`src/rtl/dac_tone_mixer.sv`:
```
// dac_tone_mixer: multi-channel DDS tone mixer that ships each averaged sample to the DAC over SPI
module dac_tone_mixer #(
    parameter int NCH = 4,
    parameter int ACC_W = 24,
    parameter int DATA_W = 16,
    parameter int SAMPLE_DIV = 2500,
    parameter int SCLK_DIV = 4,
    parameter int CMD_W = 8,
    parameter logic [CMD_W-1:0] CMD = 8'h30,
    parameter logic [ACC_W-1:0] BASE_TUNE = 24'h00B3C5,
    localparam int TW = NCH > 1 ? $clog2(NCH) : 1
) (
    input  logic              clk,
    input  logic              reset_n,
    input  logic [NCH-1:0]    switches_in,
    input  logic [1:0]        mode_in,
    input  logic              tune_wr,
    input  logic [TW-1:0]     tune_ch,
    input  logic [ACC_W-1:0]  tune_word,
    output logic [DATA_W-1:0] dac_data,
    output logic              sample_valid,
    output logic              spi_data,
    output logic              spi_clk,
    output logic              spi_sync,
    output logic              busy,
    output logic              overrun
);
    localparam int LG = $clog2(NCH);
    localparam int FW = CMD_W + DATA_W;
    localparam int CW = $clog2(SAMPLE_DIV + 1);
    localparam int SC = $clog2(SCLK_DIV + 1);
    localparam int BC = $clog2(FW + 1);
    localparam logic [DATA_W-1:0] MID = {1'b1, {(DATA_W-1){1'b0}}};

    typedef enum logic [2:0] {S_IDLE, S_SETUP, S_HIGH, S_LOW, S_TAIL} state_t;

    logic [CW-1:0]        r_div;
    logic                 r_tick_d;
    logic [ACC_W-1:0]     r_acc [NCH];
    logic [ACC_W-1:0]     r_tune [NCH];
    logic                 w_tick;
    logic [DATA_W+LG-1:0] w_sum;
    logic [DATA_W-1:0]    w_mix;
    state_t               r_state;
    logic [FW-1:0]        r_shift;
    logic [SC-1:0]        r_cnt;
    logic [BC-1:0]        r_bit;
    logic                 w_last;

    function automatic logic [DATA_W-1:0] wave(input logic [ACC_W-1:0] a, input logic [1:0] m);
        logic [DATA_W-2:0] t;
        t = a[ACC_W-2 -: DATA_W-1];
        return m == 2'b00 ? {DATA_W{a[ACC_W-1]}} : m == 2'b01 ? a[ACC_W-1 -: DATA_W] : {a[ACC_W-1] ? ~t : t, 1'b0};
    endfunction

    assign w_tick = r_div == CW'(SAMPLE_DIV - 1);
    assign w_last = r_cnt == SC'(SCLK_DIV - 1);

    // sample-rate divider; the delayed tick times the mix register one cycle after the phase step
    always_ff @(posedge clk) begin
        if (!reset_n) begin
            r_div <= '0;
            r_tick_d <= 1'b0;
        end else begin
            r_div <= w_tick ? '0 : r_div + 1'b1;
            r_tick_d <= w_tick;
        end
    end

    // tune writes and per-tick phase advance; a disabled channel parks its phase at zero
    always_ff @(posedge clk) begin
        if (!reset_n) begin
            for (int k = 0; k < NCH; k++) begin
                r_tune[k] <= ACC_W'(BASE_TUNE * ACC_W'(k + 1));
                r_acc[k] <= '0;
            end
        end else begin
            if (tune_wr && int'(tune_ch) < NCH) r_tune[tune_ch] <= tune_word;
            if (w_tick)
                for (int k = 0; k < NCH; k++) r_acc[k] <= switches_in[k] ? r_acc[k] + r_tune[k] : '0;
        end
    end

    // average of enabled channel waveforms; silence sits at midscale
    always_comb begin
        w_sum = '0;
        for (int k = 0; k < NCH; k++)
            w_sum = w_sum + (switches_in[k] ? (DATA_W+LG)'(wave(r_acc[k], mode_in)) : '0);
        w_mix = (switches_in == '0 || mode_in == 2'b11) ? MID : w_sum[DATA_W+LG-1 -: DATA_W];
    end

    // mixed sample register with its one-cycle valid pulse
    always_ff @(posedge clk) begin
        if (!reset_n) begin
            dac_data <= MID;
            sample_valid <= 1'b0;
        end else begin
            sample_valid <= r_tick_d;
            if (r_tick_d) dac_data <= w_mix;
        end
    end

    // SPI frame engine: launch on a fresh sample when idle, shift MSB first, flag dropped samples
    always_ff @(posedge clk) begin
        if (!reset_n) begin
            r_state <= S_IDLE;
            r_shift <= '0;
            r_cnt <= '0;
            r_bit <= '0;
            spi_data <= 1'b0;
            spi_clk <= 1'b0;
            spi_sync <= 1'b1;
            busy <= 1'b0;
            overrun <= 1'b0;
        end else begin
            if (sample_valid && busy) overrun <= 1'b1;
            r_cnt <= r_cnt + 1'b1;
            case (r_state)
                S_IDLE: if (sample_valid) begin
                    r_shift <= {CMD, dac_data};
                    spi_data <= CMD[CMD_W-1];
                    spi_sync <= 1'b0;
                    busy <= 1'b1;
                    r_cnt <= '0;
                    r_bit <= '0;
                    r_state <= S_SETUP;
                end
                S_SETUP: if (w_last) begin
                    spi_clk <= 1'b1;
                    spi_data <= r_shift[FW-1];
                    r_cnt <= '0;
                    r_state <= S_HIGH;
                end
                S_HIGH: if (w_last) begin
                    spi_clk <= 1'b0;
                    r_shift <= r_shift << 1;
                    r_cnt <= '0;
                    r_state <= S_LOW;
                end
                S_LOW: if (w_last) begin
                    r_cnt <= '0;
                    if (r_bit == BC'(FW - 1)) begin
                        spi_sync <= 1'b1;
                        r_state <= S_TAIL;
                    end else begin
                        spi_clk <= 1'b1;
                        spi_data <= r_shift[FW-1];
                        r_bit <= r_bit + 1'b1;
                        r_state <= S_HIGH;
                    end
                end
                S_TAIL: if (w_last) begin
                    busy <= 1'b0;
                    r_state <= S_IDLE;
                end
                default: r_state <= S_IDLE;
            endcase
        end
    end
endmodule

```
`config.mk`:
```
export PLATFORM = sky130hd
export DESIGN_NAME = dac_tone_mixer
export DESIGN_NICKNAME = d
export VERILOG_FILES = /design/src/rtl/dac_tone_mixer.sv
export SDC_FILE = /design/constraint.sdc
export NUM_CORES = 1
export LEC_CHECK = 0
export ABC_CLOCK_PERIOD_IN_PS = 14900
export CAP_MARGIN = 40
export CORE_UTILIZATION = 53
export DETAILED_ROUTE_END_ITERATION = 6
export HOLD_SLACK_MARGIN = 0.05
export PLACE_DENSITY = 0.67
export SKIP_CTS_REPAIR_TIMING = 1
export SLEW_MARGIN = 40
export SYNTH_ARGS = -nofsm -noshare
export SYNTH_HDL_FRONTEND = slang
export SYNTH_SLANG_ARGS = --single-unit
export TNS_END_PERCENT = 50
```
`constraint.sdc`:
```
create_clock -name clk -period 14.9 [get_ports clk]
set_clock_uncertainty 0.1 [all_clocks]
set_input_delay 2.98 -clock clk [delete_from_list [all_inputs] [get_ports clk]]
set_output_delay 2.98 -clock clk [all_outputs]
set_load 0.01 [all_outputs]
```
==> results of run 1 <==
[flip-flops by register name (all words and copies together), names as in the netlist]
register and flops:
r_shift 24, spi_sync 1, overrun 1, busy 1, spi_clk 1, sample_valid 1, r_acc 96, r_tick_d 1
r_div 12, r_bit 5, dac_data 16, r_cnt 3, r_state 3, r_tune 96, spi_data 1
[power groups by stage]
stage	Combinational, mW	Clock [mW]	Sequential [mW]
3_5_place_dp	0.370	0	0.854
4_1_cts	0.373	0.763	0.839
6_report	0.374	0.750	0.839
3_3_place_gp	0.363	0	0.853
5_1_grt	0.422	0.791	0.842
2_1_floorplan	0.289	0	0.843
[layer usage]
layer	global-route usage [%]	routed length, um	vias to the layer above
met3	4.192	2586	72
met5	0	16	-
met2	41.40	18920	362
met1	34.92	18730	6224
met4	8.373	1300	2
li1	-	-	6464
[cells by family (layout without fill, tap and decap cells)]
family | Yosys count | in the layout | synth area share (%)
fa+ha+maj | 148 | 148 | 12.38
mux | 26 | 26 | 1.584
simple gates | 601 | 601 | 17.77
xor+xnor | 92 | 92 | 4.700
compound gates | 447 | 447 | 17.70
buf+inv | 183 | 223 | 4.058
other cells | 0 | 1 | 0
flops | 262 | 262 | 41.81
[worst max-delay path, stage by stage]
cell	delay, ps
clkdlybuf4s50_1	690
clkinv_1	110
buf_4	290
nor2_1	680
a222oi_1	260
nor2b_1	250
fa_1	480
fa_1	480
nand4bb_1	130
nor2_1	110
fa_1	410
a21o_1	180
a21o_1	190
nand2_1	130
a31oi_1	120
nor3_1	290
o21ai_0	200
a2111oi_0	420
nor2_1	70
[placed cells by master, fill, tap and decap left out, drive strengths merged, types with 39 or more instances in the layout]
cell	synthesis	layout
edfxtp	192	192
nor2	173	173
o21ai	124	124
ha	112	112
inv	96	97
a21oi	90	90
nand2	88	88
dfxtp	70	70
nand2b	66	66
nor2b	57	57
a222oi	56	56
clkdlybuf4s50	0	54
and2	53	53
xor2	47	47
xnor2	45	45
nor3	45	45
nand3	40	40
a211oi	40	40
clkbuf	76	39
[worst max path at each step]
stage / startpoint / to / slack (ps) / cells after the start
2_1_floorplan: mode_in[1] / dac_data[15] / 7520 / 20
3_3_place_gp: mode_in[1] / dac_data[15] / 6410 / 19
3_5_place_dp: mode_in[1] / dac_data[15] / 6310 / 19
4_1_cts: mode_in[1] / dac_data[15] / 6850 / 19
5_1_grt: mode_in[1] / dac_data[15] / 6500 / 19
6_report: mode_in[1] / dac_data[15] / 6750 / 19
[Yosys cell counts, types with 2 or more instances]
library cell,n,area (sq um)
a211o_1,3,26.28
o41ai_1,2,17.52
mux2i_1,20,200.2
and2_1,53,331.6
fa_1,36,720.7
o21ai_0,124,620.6
o21bai_1,19,142.6
or2b_1,2,15.01
a222oi_1,56,560.5
o21a_1,28,210.2
xor2_1,47,411.6
nor3_1,45,225.2
clkbuf_2,2,10.01
a21boi_0,4,30.03
nand2_1,88,330.3
and3_1,28,175.2
o311ai_0,2,17.52
nand2b_1,66,412.9
a211oi_1,40,300.3
mux2_2,5,56.30
a31oi_1,10,62.56
or4_1,2,15.01
clkbuf_1,74,277.8
a21oi_1,88,440.4
buf_1,5,18.77
nor3b_1,6,45.04
nor2_1,173,649.4
o31a_1,5,43.79
xnor2_1,45,394.1
a41oi_1,2,17.52
edfxtp_1,192,5766
nand3_1,40,200.2
nor4_1,7,43.79
nor2b_1,56,350.3
inv_1,95,356.6
or2_2,14,87.58
o211ai_1,5,37.54
a2111oi_0,7,61.31
o22ai_1,5,31.28
o31ai_1,4,30.03
nand4_1,10,62.56
dfxtp_1,70,1401
buf_2,5,25.02
ha_1,112,1401
a21o_1,29,217.7
[per-stage QoR]
stage	setup WS (ps)	hold slack (ps)	total power, mW	utilization [%]	instance area (sq um)
CTS	6847	321.7	1.975	60.06	19050
global placement	6411	307.9	1.217	56.80	18020
finish	6751	318.2	1.964	60.06	19050
detailed placement	6313	313.5	1.224	56.84	18030
floorplan	7523	299.2	1.132	-	17140
global route	6498	351.4	2.055	60.06	19050
[area by class of cell]
class | instances | share of cell area (%)
Clock buffer | 39 | 4.374
Tap cell | 402 | 2.640
Antenna cell | 1 | 0.01314
Clock inverter | 16 | 0.9720
Inverter | 97 | 1.911
Timing Repair Buffer | 71 | 3.501
Sequential cell | 262 | 37.62
Multi-Input combinational cell | 1314 | 48.97
==> impl_results.md, run 1 <==
* Clock sink total at 262
* Detailed-route wire length at 41550 um
* Clk_lat worst skew at 570 ps
* Seq/Total Area, Yosys at 41.81%
* Critical register-to-register path endpoint: dac_data[15]
* Flop pwr share at 42.7%
* Hold EP: r_cnt[0]
* Placed cell count at 2146
* Hold Crit Start: r_cnt[0]
* CTS tree: done
* Worst IR drop on VDD at 0.08747 mV
* Hold Crit Class: register to register
* Vias at 13124
* Main synth FF type: edfxtp_1
* Fraction of layout cells with a size suffix above 1 at 6.115%
* R2R depth at 16
* CTS root buf: clkbuf_16
* DR pass1 iterations at 7
* Syn Std Cell Area at 0.01714 sq mm
* Setup TNS at 0 ps
* Worst-margin pin slew at 817.5 ps
* Die H at 181.8 um
* Tcrit/Tclk final at 54.69%
* Die span in x at 181.8 um
* Logic pwr share at 19.1%
* Clk slew on worst S/H paths at 60 ps
* Area of the multi-input gates at 0.009329 sq mm
* CTS Buffer Depth at 3
* Net switching power at 0.5468 mW
* Area Growth Syn to Fin at 11.13%
* Synth Area per Inst at 9.746 sq um
* Slew Limit Fails at 0
* Core area at 0.03172 sq mm
* Reg-to-reg slack, setup at 9590 ps
* Vias in the first global route at 12403
* Share of flip-flops with an asynchronous set or reset at 0%
* Port Buf Inserts at 56
* Hold depth at 1
* Max Cap Viol at 0
* Outcome: finished, violations left
* Max frequency at 122.7 MHz
* Largest net degree at the start of global routing at 70
* Hold Fails Final Rpt at 0
* RSZ-0062 raised after global routing: false
* Fillers at 2736
* DRC Markers at 39
* Row count at 65
* Critical Path RT at 15250 ps
* Crit path capture type: register
* Area of the die at 0.03307 sq mm
* Dpl hpwl at 30750 um
* Synth cell types at 73
* Power density over the cells at 103.1 mW/mm^2
* Startpoint types: primary input
* Internal cell power at 1.417 mW
* Starting Density at 54.05%
* Final GP Congestion at 0.8975
* LEAKAGE at 7.350 nW
* Yosys warnings at 0
* Clock Power Share at 38.2%
* Post-Synthesis Cells at 1759
* Io pins at 57
* Failing checks: DRC
* H-Tree Depth at 1
* #FFs+latches synth at 262
* Syn nets at 1942
* Switching share of power at 27.84%
* Vias per cell at 5.960
* Non-Filler Instances at 2202
* CP Max Fanout at 63
* Reg area at 0.007167 sq mm
* Antenna violations before repair at 2
* RR Startpoint: r_acc[1][23]
* Routed len/inst at 18.87 um
* Antenna Nets Post-Route at 0
* Setup Crit Path Kind: primary input to register
* Total CTS buffers at 30
* # nets final at 1959
* Total Routing Usage GR at 25.57%
* 1st-iter DRT viols at 1164
* EDFF count, synth at 192
* Critical Path AT at 8500 ps
* Grt ovf at 0
* Setup violators final at 0
* First-pass GRT wire length at 66770 um
* Clock period minus worst slack at 8149 ps
* Slew HR at 44.79%
Power figures use the tool's default switching activity.
==> inputs of run 2 (changes only) <==
ABC_CLOCK_PERIOD_IN_PS = 7500   (was 14900)
clock period = 7.5 ns   (was 14.9 ns; I/O delays follow)
==> impl_results.md, run 2 (synthesized netlist as in run 1, its figures left out) <==
* 1st-iter DRT viols at 1324 (was 1164)
* Slew Limit Fails at 0 (unchanged)
* Startpoint types: primary input (unchanged)
* H-Tree Depth at 1 (unchanged)
* Starting Density at 54.05% (unchanged)
* Design Power at 3.978 mW (was 1.964 mW)
* Routed len/inst at 19.34 um (was 18.87 um)
* Port Buf Inserts at 56 (unchanged)
* Max frequency at 152.4 MHz
* Failing checks: DRC (unchanged)
* Worst path buffer plus inverter count at 2 (was 3)
* Hold depth at 1 (unchanged)
* CTS Buffer Depth at 3 (unchanged)
* LEAKAGE at 7.390 nW (was 7.350 nW)
* CP top delay family: simple AND/OR/NAND/NOR gates (unchanged)
* DR pass1 iterations at 7 (unchanged)
* Most common cell after layout, fill and taps aside: edfxtp_1 (unchanged)
* Hold Fails Final Rpt at 0 (unchanged)
* Detailed-route wire length at 42650 um (was 41550 um)
* CTS root buf: clkbuf_16 (unchanged)
* Internal cell power at 2.875 mW (was 1.417 mW)
* R2R depth at 16 (unchanged)
* Slew HR at 40.68% (was 44.79%)
* Worst path depth at 18 (was 19)
* Clock period minus worst slack at 6560 ps
* Vias at 13392 (was 13124)
* Die span in x at 181.8 um (unchanged)
* Die H at 181.8 um (unchanged)
* Clk_lat worst skew at 590 ps (was 570 ps)
* DRC Markers at 14 (was 39)
* Clock Power Share at 39.3% (was 38.2%)
* Worst setup margin at 940.3 ps (was 6751 ps)
* Switching share of power at 27.74% (was 27.84%)
* # nets final at 1962 (was 1959)
* Critical Path AT at 6900 ps (was 8500 ps)
* Largest net degree at the start of global routing at 69 (was 70)
* Outcome: finished, violations left (unchanged)
* Row count at 65 (unchanged)
* Most frequent cells in the layout: edfxtp_1 (192), nor2_1 (171), o21ai_0 (124) (was edfxtp_1 (192), nor2_1 (170), o21ai_0 (124))
* Vias in the first global route at 12826 (was 12403)
* Total Routing Usage GR at 26.25% (was 25.57%)
* First-pass GRT wire length at 69000 um (was 66770 um)
* Setup violators final at 0 (unchanged)
* Critical Path RT at 7850 ps (was 15250 ps)
* Crit path capture type: register (unchanged)
* Setup Crit Path Kind: primary input to register (unchanged)
* Setup TNS at 0 ps (unchanged)
* Vias per cell at 6.071 (was 5.960)
* Area of the die at 0.03307 sq mm (unchanged)
* Met1 Use GR at 36.02% (was 34.92%)
* Max Cap Viol at 0 (unchanged)
* Net switching power at 1.103 mW (was 0.5468 mW)
* Top Registers: r_acc: 96 flops, r_tune: 96 flops, r_shift: 24 flops (unchanged)
* Clock sink total at 262 (unchanged)
* Dpl hpwl at 31200 um (was 30750 um)
* Hold Crit Class: register to register (unchanged)
* Worst IR drop on VDD at 0.1876 mV (was 0.08747 mV)
* Clk slew on worst S/H paths at 60 ps (about the same)
* Total CTS buffers at 30 (unchanged)
* Core area at 0.03172 sq mm (unchanged)
* Logic pwr share at 18.8% (was 19.1%)
* GR peak layer: met2 (unchanged)
* Post-place setup slack at 412.0 ps (was 6313 ps)
* Antenna Nets Post-Route at 0 (unchanged)
* Max incr delay on CP at 720 ps (was 690 ps)
* Final GP Congestion at 0.8881 (was 0.8975)
* Flop pwr share at 41.9% (was 42.7%)
* CP Max Fanout at 14 (was 63)
* Met2 Use GR at 43.89% (was 41.40%)
* Tcrit/Tclk final at 87.46%
* Power density over the cells at 208.1 mW/mm^2 (was 103.1 mW/mm^2)
* CP Cell Sequence: clkdlybuf4s50_1 > clkinv_1 > nor2_1 > a222oi_1 > nor2b_1 > fa_1 > fa_1 > nand4bb_1 > nor2_1 > fa_1 > a21o_1 > a21o_1 > nand2_1 > a31oi_1 > nor3_1 > o21ai_0 > a2111oi_0 > nor2_1 (was clkdlybuf4s50_1 > clkinv_1 > buf_4 > nor2_1 > a222oi_1 > nor2b_1 > fa_1 > fa_1 > nand4bb_1 > nor2_1 > fa_1 > a21o_1 > a21o_1 > nand2_1 > a31oi_1 > nor3_1 > o21ai_0 > a2111oi_0 > nor2_1)
* Met3 Usage GRT at 3.510% (was 4.192%)
* Io pins at 57 (unchanged)
* Worst-margin pin slew at 878.3 ps (was 817.5 ps)
* Antenna violations before repair at 4 (was 2)
* CP max-delay cell: nor2_1 (was clkdlybuf4s50_1)
* RSZ-0062 raised after global routing: false (unchanged)
* CTS tree: done (unchanged)
* Fraction of layout cells with a size suffix above 1 at 6.212% (was 6.115%)
* Area Growth Syn to Fin at 11.53% (was 11.13%)
* Grt ovf at 0 (unchanged)
[run 2: power by group through the flow]
stage	registers (mW)	clock network (mW)	logic [mW]
floorplan	1.67	0	0.574
global placement	1.70	0	0.724
detailed placement	1.70	0	0.739
CTS	1.67	1.58	0.745
global route	1.67	1.63	0.844
finish	1.67	1.56	0.749
[run 2: per-stage QoR]
| step | hold slack (ps) | cell area (sq um) | util [%] | cells |
|---|---|---|---|---|
| 6_report | 327.9 | 19120 | 60.28 | 2206 |
| 3_5_place_dp | 321.5 | 18050 | 56.92 | 2148 |
| 2_1_floorplan | 299.2 | 17140 | - | 1759 |
| 3_3_place_gp | 308.1 | 18030 | 56.85 | 2148 |
| 4_1_cts | 329.7 | 19120 | 60.27 | 2204 |
| 5_1_grt | 345.6 | 19120 | 60.27 | 2205 |
[run 2: layout make-up]
type	instances	area, sq um
Fill cell	2681	12600
Sequential cell	262	7167
Tap cell	402	503.0
Antenna cell	1	2.502
Timing Repair Buffer	74	683.2
Clock inverter	15	200.2
Multi-Input combinational cell	1314	9335
Clock buffer	41	864.6
Inverter	97	364.1
[run 2: worst paths after layout]
kind | start | end | slack (ps)
max reg2reg | r_acc[1][23] | dac_data[15] | 2310
min | r_cnt[0] | r_cnt[0] | 330
min reg2reg | r_cnt[0] | r_cnt[0] | 330
max | mode_in[1] | dac_data[15] | 940
[run 2: layer usage]
metal,vias up,share of wire [%]
met2,424,47
met4,2,2.4
met5,-,0.026
li1,6461,-
met1,6433,45
met3,72,6.0
